### config.mk
export PLATFORM = sky130hd
export DESIGN_NAME = pe_mm_sequencer
export DESIGN_NICKNAME = d
export VERILOG_FILES = /design/src/rtl/pe_mm_sequencer_pkg.sv /design/src/rtl/mm_index_counter.sv /design/src/rtl/pe_mm_sequencer.sv
export SDC_FILE = /design/constraint.sdc
export NUM_CORES = 1
export LEC_CHECK = 0
export CORE_ASPECT_RATIO = 0.7
export CORE_MARGIN = 10
export CORE_UTILIZATION = 43
export CTS_CLUSTER_SIZE = 20
export DETAILED_ROUTE_END_ITERATION = 8
export PLACE_DENSITY = 0.86
export SYNTH_ARGS = -nofsm -noshare
export SYNTH_HDL_FRONTEND = slang
export SYNTH_SLANG_ARGS = --single-unit
### constraint.sdc
create_clock -name clk -period 3.7 [get_ports clk]
set_input_delay 0.925 -clock clk [delete_from_list [all_inputs] [get_ports clk]]
set_output_delay 0.925 -clock clk [all_outputs]
set_load 0.02 [all_outputs]
### src/rtl/pe_mm_sequencer_pkg.sv
// rtl/pe_mm_sequencer_pkg.sv - shared constants and state encoding for the matrix-multiply sequencer
package pe_mm_sequencer_pkg;

  localparam logic [2:0] ST_IDLE   = 3'd0;
  localparam logic [2:0] ST_START  = 3'd1;
  localparam logic [2:0] ST_STREAM = 3'd2;
  localparam logic [2:0] ST_DRAIN  = 3'd3;
  localparam logic [2:0] ST_WRITE  = 3'd4;
  localparam logic [2:0] ST_DONE   = 3'd5;

  typedef enum logic [2:0] {
    S_IDLE   = ST_IDLE,
    S_START  = ST_START,
    S_STREAM = ST_STREAM,
    S_DRAIN  = ST_DRAIN,
    S_WRITE  = ST_WRITE,
    S_DONE   = ST_DONE
  } mm_state_t;

  // Cycles from the PE seeing valid_in with last to output_valid.
  localparam int PE_LATENCY = 3;

  localparam logic [31:0] FP_ONE  = 32'h3F80_0000;
  localparam logic [31:0] FP_ZERO = 32'h0000_0000;

endpackage

### src/rtl/mm_index_counter.sv
// rtl/mm_index_counter.sv - nested i/j/k loop counter with wrap and terminal flags
module mm_index_counter #(
  parameter int DIM_M = 4,
  parameter int DIM_N = 4,
  parameter int DIM_K = 4,
  parameter int CW    = 8
) (
  input  logic          clk,
  input  logic          clr,
  input  logic          clr_ij,
  input  logic          clr_k,
  input  logic          inc_k,
  input  logic          inc_ij,
  output logic [CW-1:0] i,
  output logic [CW-1:0] j,
  output logic [CW-1:0] k,
  output logic          i_last,
  output logic          j_last,
  output logic          k_last
);

  assign i_last = (i == CW'(DIM_M - 1));
  assign j_last = (j == CW'(DIM_N - 1));
  assign k_last = (k == CW'(DIM_K - 1));

  // Output-element position: zeroed at job start, stepped once per written element, j innermost.
  always_ff @(posedge clk) begin
    if (clr || clr_ij) begin
      i <= '0;
      j <= '0;
    end else if (inc_ij) begin
      if (j_last) begin
        j <= '0;
        i <= i_last ? '0 : i + 1'b1;
      end else begin
        j <= j + 1'b1;
      end
    end
  end

  // Dot-product index: zeroed on START, stepped per issued operand pair.
  always_ff @(posedge clk) begin
    if (clr || clr_k) begin
      k <= '0;
    end else if (inc_k) begin
      k <= k_last ? '0 : k + 1'b1;
    end
  end

endmodule

### src/rtl/pe_mm_sequencer.sv
// rtl/pe_mm_sequencer.sv - operand sequencer and result collector for a single FP MAC PE
module pe_mm_sequencer
  import pe_mm_sequencer_pkg::*;
#(
  parameter int DATA_WIDTH = 32,
  parameter int DIM_M      = 4,
  parameter int DIM_N      = 4,
  parameter int DIM_K      = 4,
  parameter int ADDR_W     = 8,
  parameter int TIMEOUT    = 64
) (
  input  logic                  clk,
  input  logic                  clr,
  input  logic                  go,
  output logic                  busy,
  output logic                  done,
  output logic                  err,
  output logic [ADDR_W-1:0]     a_rd_addr,
  input  logic [DATA_WIDTH-1:0] a_rd_data,
  output logic [ADDR_W-1:0]     b_rd_addr,
  input  logic [DATA_WIDTH-1:0] b_rd_data,
  output logic                  c_wr_en,
  output logic [ADDR_W-1:0]     c_wr_addr,
  output logic [DATA_WIDTH-1:0] c_wr_data,
  output logic                  pe_start,
  output logic                  pe_valid_in,
  output logic                  pe_last,
  output logic [DATA_WIDTH-1:0] pe_a,
  output logic [DATA_WIDTH-1:0] pe_b,
  input  logic [DATA_WIDTH-1:0] pe_c,
  input  logic                  pe_output_valid
);

  localparam int TW = (TIMEOUT < 2) ? 1 : $clog2(TIMEOUT + 1);

  mm_state_t         state;
  logic [TW-1:0]     drain_cnt;
  logic [ADDR_W-1:0] i, j, k;
  logic              i_last, j_last, k_last;
  logic              go_accept, issue, write_step;

  assign go_accept  = (state == S_IDLE) && go;
  assign issue      = (state == S_STREAM);
  assign write_step = (state == S_WRITE);

  mm_index_counter #(
    .DIM_M (DIM_M),
    .DIM_N (DIM_N),
    .DIM_K (DIM_K),
    .CW    (ADDR_W)
  ) u_idx (
    .clk    (clk),
    .clr    (clr),
    .clr_ij (go_accept),
    .clr_k  (state == S_START),
    .inc_k  (issue),
    .inc_ij (write_step),
    .i      (i),
    .j      (j),
    .k      (k),
    .i_last (i_last),
    .j_last (j_last),
    .k_last (k_last)
  );

  // Addresses come straight from the counters so RAM data lands one cycle later,
  // the same cycle the delayed issue strobe presents pe_valid_in.
  assign a_rd_addr = ADDR_W'(i * DIM_K + k);
  assign b_rd_addr = ADDR_W'(k * DIM_N + j);

  assign pe_a = a_rd_data;
  assign pe_b = b_rd_data;

  // Job FSM; every control output is a one-cycle-delayed decode of the state it belongs to.
  always_ff @(posedge clk) begin
    if (clr) begin
      state       <= S_IDLE;
      drain_cnt   <= '0;
      busy        <= 1'b0;
      done        <= 1'b0;
      err         <= 1'b0;
      c_wr_en     <= 1'b0;
      c_wr_addr   <= '0;
      c_wr_data   <= '0;
      pe_start    <= 1'b0;
      pe_valid_in <= 1'b0;
      pe_last     <= 1'b0;
    end else begin
      busy        <= (state inside {S_START, S_STREAM, S_DRAIN, S_WRITE});
      done        <= (state == S_DONE);
      pe_start    <= (state == S_START);
      pe_valid_in <= issue;
      pe_last     <= issue && k_last;
      c_wr_en     <= write_step;
      if (write_step) begin
        c_wr_addr <= ADDR_W'(i * DIM_N + j);
      end

      case (state)
        S_IDLE: begin
          if (go) begin
            err   <= 1'b0;
            state <= S_START;
          end
        end
        S_START: begin
          state <= S_STREAM;
        end
        S_STREAM: begin
          if (k_last) begin
            drain_cnt <= '0;
            state     <= S_DRAIN;
          end
        end
        S_DRAIN: begin
          if (pe_output_valid) begin
            c_wr_data <= pe_c;
            state     <= S_WRITE;
          end else if (drain_cnt == TW'(TIMEOUT - 1)) begin
            err   <= 1'b1;
            state <= S_DONE;
          end else begin
            drain_cnt <= drain_cnt + 1'b1;
          end
        end
        S_WRITE: begin
          state <= (i_last && j_last) ? S_DONE : S_START;
        end
        S_DONE: begin
          state <= S_IDLE;
        end
        default: begin
          state <= S_IDLE;
        end
      endcase
    end
  end

endmodule

==> Word-level counts from Yosys, hierarchy flattened <==
Index checks and enable logic that the tools add are counted.
Widths: inputs -> output; s select.
{ "totals": {"ff_bits": 81, "output_inout_bits": 127, "inputBits": 100} }
{ "op_classes": {"n_mux": 17, "n_addsub": 7, "n_reduce_logical": 14, "eq_ne": 15} }
{ "ops": {"columns": ["cell", "count"], "rows": [
  ["$add 8x1->8 const B", 3],
  ["$add 8x8->8", 3],
  ["$eq 8x2->1 const B", 3],
  ["$mux 8", 3],
  ["$mux 7", 3],
  ["$mux 3", 5],
  ["$pmux 3 s5", 1],
  ["$pmux 7 s2", 1],
  ["$ne 2x2->1 const B", 4],
  ["$reduce_and 4->1", 2],
  ["$add 7x1->7 const B", 1],
  ["$eq 7x6->1 const B", 1],
  ["$eq 3x2->1 const B", 2],
  ["$eq 3x3->1 const B", 2],
  ["$reduce_and 2->1", 2],
  ["$reduce_bool 2->1", 2],
  ["$reduce_bool 4->1", 1],
  ["$eq 3x1->1 const B", 1],
  ["$logic_and 1x1->1", 3],
  ["$logic_not 3->1", 1],
  ["$mux 1", 3],
  ["$ne 3x2->1 const B", 1],
  ["$reduce_and 3->1", 1],
  ["$logic_or 1x1->1", 2],
  ["other kinds (2)", 2]
]} }

==> Longest topological paths before layout <==
Gate-level depths: netlist (run 1).
{ "depth": {"depth_word": 4, "depth_mapped": 7, "mapped_depth_nobuf": 6} }

==> Modules after synthesis <==
Synthesis (run 1) repeated with hierarchy kept, for this count alone.
{ "unflattened": {"cells_unflattened": 505, "hier_area_um2": 4321.6} }
{ "modules_own_cells": {"columns": ["mod", "n_inst", "cells_per_inst", "seq_area_each_um2", "area_each_um2"], "rows": [
  ["pe_mm_sequencer", 1, 380, 1141.1, 3183.1],
  ["mm_index_counter", 1, 125, 480.5, 1138.6]
]} }

==> Least setup slack after synthesis (run 1) <==
No wires, ideal clock.
{ "synth_path": {"kind": "flip-flop to output port", "startpoint": "register u_idx.i[0]", "endpoint": "output port a_rd_addr[6]", "arrival_ps": 1572, "slack_ps": 1203, "stages_incl_launch_ff": 6, "required_time_ps": 2775, "cell_sequence": "dfxtp_1 -> ha_1 -> fa_1 -> a21o_1 -> a21oi_1 -> xnor2_1"} }
{ "synth_via": {"elab_chain_len": 1} }
{ "synth_lines": {"columns": ["element", "line_no", "rtl"], "rows": [
  ["start: declaration", "mm_index_counter.sv:14", "output logic [CW-1:0] i,"],
  ["start signal: assignment", "mm_index_counter.sv:34", "i <= i_last ? '0 : i + 1'b1;"],
  ["$add 8x8->8", "pe_mm_sequencer.sv:68", "assign a_rd_addr = ADDR_W'(i * DIM_K + k);"],
  ["end: declaration", "pe_mm_sequencer.sv:18", "output logic [ADDR_W-1:0] a_rd_addr,"]
]} }
Every way passes these cells.

==> Worst setup path after layout (run 1) <==
{ "layout_path": {"startpoint": "register u_idx.i[1]", "endpoint": "output port a_rd_addr[7]"} }
Same word-level chain as after synthesis.

==> results of run 1 <==
## flip-flops by register name (all words and copies together), names as in the netlist
signal       flops
c_wr_data       32
c_wr_addr        8
u_idx.i          8
u_idx.j          8
u_idx.k          8
drain_cnt        7
state            3
busy             1
c_wr_en          1
done             1
err              1
pe_last          1
pe_start         1
pe_valid_in      1
## layout make-up
type                    instances  area, sq um  share of cell area (%)
multi-input cells             345         2120                    40.6
flip-flops and latches         81         1620                    31.1
repair buffers                100          991                    19.0
clock buffers                  11          243                    4.65
well taps                     128          160                    3.07
clock inverters                 5         55.1                    1.06
inverters                       7         26.3                   0.504
## through the flow
step	setup WS, ns	util [%]	area [sq um]
after floorplan	1.20	-	4360
after detailed placement	0.578	50.2	4920
after global routing	0.0864	53.3	5220
after CTS	0.225	53.3	5220
after global placement	0.644	50.2	4920
final	0.220	53.3	5220
## worst max-delay path, delay by kind of cell, from the launching register on
family	cells	cell delay, ns
flip-flops	1	0.59
AO/OA/AOI/OAI	3	0.55
XOR/XNOR	1	0.15
adder cells (fa/ha/maj)	1	0.31
buffers and inverters	1	0.64
## power breakdown
| group | leakage [nW] | internal [mW] | switching [mW] |
|---|---|---|---|
| logic | 1.10 | 0.0774 | 0.0819 |
| registers | 0.653 | 0.887 | 0.0212 |
| clock network | 0.142 | 0.538 | 0.334 |
## kinds of logic after synthesis
group,Yosys count,share of synthesized area (%)
AND/OR/NAND/NOR,202,23.3
buffers and inverters,97,14.3
AO/OA/AOI/OAI,88,11.7
flip-flops,81,37.2
XOR/XNOR,31,6.23
adder cells (fa/ha/maj),22,6.83
multiplexers,2,0.459
## cells in the mapped netlist (all sizes together) (3+ instances only)
cell type / count / area share (%)
nor3: 16 / 2.0
inv: 7 / 0.60
o21ai: 5 / 0.57
xor2: 14 / 2.8
nand4: 12 / 1.7
a21o: 5 / 0.86
nand2b: 6 / 0.86
dfxtp: 81 / 37
and2: 3 / 0.43
nor3b: 3 / 0.63
nand4b: 4 / 0.80
a211oi: 3 / 0.52
nand2: 90 / 7.7
fa: 3 / 1.4
o211ai: 3 / 0.52
nand3b: 4 / 0.69
xnor2: 17 / 3.4
ha: 19 / 5.5
nor2: 29 / 2.5
buf: 71 / 12
a21oi: 58 / 6.7
nand3: 12 / 1.7
clkbuf: 19 / 1.6
and3: 7 / 1.0
nor4b: 3 / 0.95
or4: 4 / 0.69
## path summary, 6_finish.rpt
kind,startpoint,cells past startpoint,end,slack [ns]
worst min-delay path,c_wr_data[13],2,c_wr_data[13],0.45
worst min register to register,c_wr_data[13],2,c_wr_data[13],0.45
worst max register to register,u_idx.j[0],5,u_idx.i[4],1.46
worst max-delay path,u_idx.i[1],6,a_rd_addr[7],0.22
## per-layer routing
layer	global-route usage, %	vias up
li1	-	1760
met1	17.7	1715
met2	25.9	136
met3	7.57	23
met4	3.09	0
met5	0	-
==> out/metrics.yaml, run 1 <==
grt_overflow: 0
grt_pass1_wl_mm: 19.2
cts_root_buf: "clkbuf_16"
met3_length_mm: 1.08
port_buffers: 98
startpoint_type: "flop"
p_total_mw: 1.94
rows: 30
antenna_found_initial: 0
cts_sinks: 81
end_kind: "output port"
p_per_area_nw_per_um2: 372
fin_crit_sh_pct: 94.0
grt_usage_pct: 15.6
die_w_um: 140
dp_hpwl_mm: 8.92
die_h_um: 104
numCtsBuffers: 9
route.detailed.drc: 0
crit_type: "flop to output port"
fin_tns_setup_ns: 0
fin_skew_ns: 0.00688
maxCapViolations: 0
crit_chain: "ha_1 > a21oi_1 > o211ai_1 > a21oi_1 > xnor2_1 > clkdlybuf4s50_1"
final_layout_size_suffix_gt1_share_pct: 4.74
drv_slew: 0
dr_wl_met2_mm: 5.66
ys_ff_latch: 81
cts_buffer_depth: 2
layout_common_cells: "clkdlybuf4s50_1 (97), nand2_1 (90), dfxtp_1 (81)"
grt_pass1_vias: 3695
fmax_ghz: 0.287
cts_resized: 0
design.die.area_sq_um: 14600
mostFrequentLayoutCell: "clkdlybuf4s50_1"
yosysWarnings: 0
rsz0062_at_grt: "false"
clk_pin_slew_ns: 0.06
cts_tree: "built"
arrival_ns: 2.55
setup_viol: 0
n_antenna_cell: 0
hold_viol: 0
ioPinCount: 227
grt_max_degree: 66
ir_drop_uv: 258
fillCellCount: 883
worst_pin_slew_ns: 1.08
wire_per_inst_um: 17.1
core_area_sq_um: 9800
synth.cell_area_sq_um: 4360
gp_congestion: 0.874
final_nets: 666
drt-pass1-iter-count: 4
highest_layer: "met4"
initial_utilization_pct: 44.5
htreeDepth: 3
crit_top_cell: "a21oi_1"
finalNonFillerCells: 677
hp-class: "flop to flop"
critPathMaxFanout: 10
clk_latency_ns: 0.32
holdBufCountCts: 0
cp.required_ns: 2.77
postSynthAreaPerCell_sq_um: 8.34
area_growth_pct: 19.7
postCtsSetupRepairBufs: 0
finalWirelength_mm: 11.6
status: "finished clean"
ys_seq_area_share_pct: 37.2
ys_types: 50
antenna_left: 0
dr.first_iter.drc_count: 208
syn_inst: 523
synth_edf_count: 0
wl_met1_mm: 4.70
period_minus_slack_ns: 3.48
cp_slowest_cell: "clkdlybuf4s50_1"
synth_ff_type: "dfxtp_1"
whs_ns: 0.453
vias: 3634
synth_nets: 645
max_slew_margin_pct: 27.7
viasPerCell: 5.37
critPathMaxStageDelay_ns: 0.64
ys_async_sr_fraction_pct: 0
dp_cells: 661
p_leak_nw: 1.89
No activity file was read; power rests on OpenSTA's default activity.
==> run 2: changes to the inputs <==
--- a/config.mk
+++ b/config.mk
@@ -10,7 +10,8 @@
 export CORE_UTILIZATION = 43
 export CTS_CLUSTER_SIZE = 20
 export DETAILED_ROUTE_END_ITERATION = 8
-export PLACE_DENSITY = 0.86
+export PLACE_DENSITY = 0.87
 export SYNTH_ARGS = -nofsm -noshare
 export SYNTH_HDL_FRONTEND = slang
+export SYNTH_HIERARCHICAL = 1
 export SYNTH_SLANG_ARGS = --single-unit
==> constraint.sdc (replaced) <==
create_clock -name clk -period 4.5 [get_ports clk]
set_input_delay 1.125 -clock clk [delete_from_list [all_inputs] [get_ports clk]]
set_output_delay 1.125 -clock clk [all_outputs]
set_load 0.02 [all_outputs]
==> out/metrics.yaml, run 2 <==
viasPerCell: 5.28  # -1.7%
clock_power_share_pct: 46.0  # +1.0 points
critPathMaxFanout: 8  # -2
startpoint_type: "flop"
r2r_cells: 7  # +2
setup_viol: 0  # unchanged
mostFrequentLayoutCell: "clkdlybuf4s50_1"
fmax_ghz: 0.272
postSynthAreaPerCell_sq_um: 8.56  # +2.6%
initial_utilization_pct: 44.3  # -0.23 points
synth_ff_type: "dfxtp_1"
intPower_mw: 1.20  # -20%
yosys.area.top_type: "dfxtp_1"
synth_nets: 627  # -2.8%
clk_pin_slew_ns: 0.06  # about the same
ys_async_sr_fraction_pct: 0  # unchanged
layout.area.seq_sq_um: 1620  # unchanged
p_leak_nw: 1.99  # +5.0%
whs_path_depth: 2  # unchanged
rsz0062_at_grt: "false"
grt_overflow: 0  # unchanged
status: "finished clean"
n_antenna_cell: 0  # unchanged
synth.most_common_cell: "nand2_1"
die_h_um: 104  # -0.36%
synth_edf_count: 0  # unchanged
power_frac_seq_pct: 47.6  # +0.8 points
cts_tree: "built"
port_buffers: 98  # unchanged
switchingPower_uw: 338  # -23%
arrival_ns: 2.56  # about the same
die_w_um: 140  # -0.38%
max_slew_margin_pct: 18.1  # -9.6 points
fin_tns_setup_ns: 0  # unchanged
p_comb_share_pct: 6.4  # -1.8 points
grt_pass1_vias: 3431  # -7.1%
multi_input_area_sq_um: 2110  # -0.41%
dp_cells: 650  # -1.7%
fin_skew_ns: 0.00622  # -0.000658 ns
grt_max_degree: 57  # -14%
synth_area_leaders: "dfxtp_1 (38%), buf_4 (11%), nand2_1 (7.9%), ha_1 (5.5%), a21oi_1 (5.4%)"
core_area_sq_um: 9760  # -0.38%
synth_commonest_cells: "nand2_1 (91), dfxtp_1 (81), buf_4 (64), a21oi_1 (47), nor2_1 (34)"
antenna_found_initial: 0  # unchanged
ir_drop_uv: 211  # -18%
drv_slew: 0  # unchanged
period_minus_slack_ns: 3.68
synth_top_area_share_pct: 37.5  # +0.33 points
syn_inst: 505  # -3.4%
gp_congestion: 0.867  # -0.72%
fin_ws_ns: 0.818  # +0.597 ns
htreeDepth: 3  # unchanged
vias: 3509  # -3.4%
ys_seq_area_share_pct: 37.5  # +0.33 points
finalWirelength_mm: 11.0  # -4.8%
final_layout_size_suffix_gt1_share_pct: 5.21  # +0.48 points
worst_pin_slew_ns: 1.22  # +0.140 ns
fin_crit_sh_pct: 81.8
fillCellCount: 874  # -1.0%
clk_latency_ns: 0.33  # about the same
cts_root_buf: "clkbuf_16"
whs_ns: 0.453  # -0.000849 ns
holdBufCountCts: 0  # unchanged
end_kind: "output port"
dr.first_iter.drc_count: 159  # -24%
area_growth_pct: 20.1
cts_buffer_depth: 2  # unchanged
synth.cell_area_sq_um: 4320  # -0.89%
grt_pass1_wl_mm: 17.7  # -7.7%
hp-class: "flop to flop"
postCtsSetupRepairBufs: 0  # unchanged
antenna_left: 0  # unchanged
numCtsBuffers: 9  # unchanged
layout_common_cells: "clkdlybuf4s50_1 (97), nand2_1 (91), dfxtp_1 (81)"
regMostFlops: "c_wr_data"
ioPinCount: 227  # unchanged
drt-pass1-iter-count: 4  # unchanged
design.die.area_sq_um: 14500  # -0.74%
fin_util_pct: 53.2  # -0.090 points
cts_sinks: 81  # unchanged
finalNonFillerCells: 665  # -1.8%
dp_hpwl_mm: 8.17  # -8.4%
rows: 30  # unchanged
ys_types: 56  # +12%
yosysWarnings: 6  # +6
route.detailed.drc: 0  # unchanged
swShare_pct: 22.0  # -0.50 points
ys_ff_latch: 81  # unchanged
hold_viol: 0  # unchanged
cts_resized: 0  # unchanged
maxCapViolations: 0  # unchanged
wire_per_inst_um: 16.5  # -3.1%
p_per_area_nw_per_um2: 296  # -20%
cp.required_ns: 3.38  # +0.61 ns
largest_reg_flops: 32  # unchanged
final_nets: 655  # -1.7%
crit_type: "flop to output port"
grt_usage_pct: 14.6  # -0.99 points
place_ws_ns: 1.19  # +0.609 ns
## run 2: per-layer routing
| layer | share of wire, % | track usage [%] | wire [um] |
|---|---|---|---|
| met1 | 43 | 17.0 | 4780 |
| met2 | 46 | 22.6 | 5110 |
| met3 | 8.8 | 7.57 | 968 |
| met4 | 1.3 | 4.56 | 138 |
| met5 | 0 | 0 | 0 |
## run 2: final timing paths
| path | start | to | slack [ns] |
|---|---|---|---|
| worst min-delay path | c_wr_data[8] | c_wr_data[8] | 0.45 |
| worst max register to register | state[0] | u_idx/i[3] | 1.77 |
| worst min register to register | c_wr_data[8] | c_wr_data[8] | 0.45 |
| worst max-delay path | u_idx/j[3] | b_rd_addr[7] | 0.82 |
## run 2: critical path, stage by stage, from the launching register on
cell             delay [ns]
dfxtp_1                0.59
ha_1                   0.32
a21oi_1                0.21
o211ai_1               0.13
a21oi_1                0.19
xnor2_1                0.15
clkdlybuf4s50_1        0.63
## run 2: final cells by class
class                      count  area share [%]
multi-input combinational    334            40.7
sequential                    81            31.3
timing repair buffer         100            19.1
clock buffer                  11            4.49
tap                          128            3.09
clock inverter                 4           0.868
inverter                       7           0.506
## run 2: kinds of logic after synthesis
kind of cell               Yosys count  synth area share (%)
muxes                                4                 0.926
xor gates and xnor gates            31                  6.28
adders and majority gates           22                  6.89
buffers and inverters               90                  13.6
AOI/OAI and AO/OA                   81                  12.0
DFF                                 81                  37.5
and+or+nand+nor                    196                  22.8
## run 2: power groups by stage
stage | sequential [mW] | combinational, mW | clock (mW)
final | 0.731 | 0.0981 | 0.708
after global routing | 0.732 | 0.106 | 0.754
after CTS | 0.731 | 0.0979 | 0.726
after detailed placement | 0.747 | 0.0972 | 0
after global placement | 0.746 | 0.0954 | 0
after floorplan | 0.750 | 0.123 | 0
## run 2: metrics by stage
stage / instance area, sq um / power [mW]
final: 5190 / 1.54
after global routing: 5190 / 1.59
after CTS: 5190 / 1.55
after detailed placement: 4910 / 0.844
after global placement: 4910 / 0.841
after floorplan: 4320 / 0.873
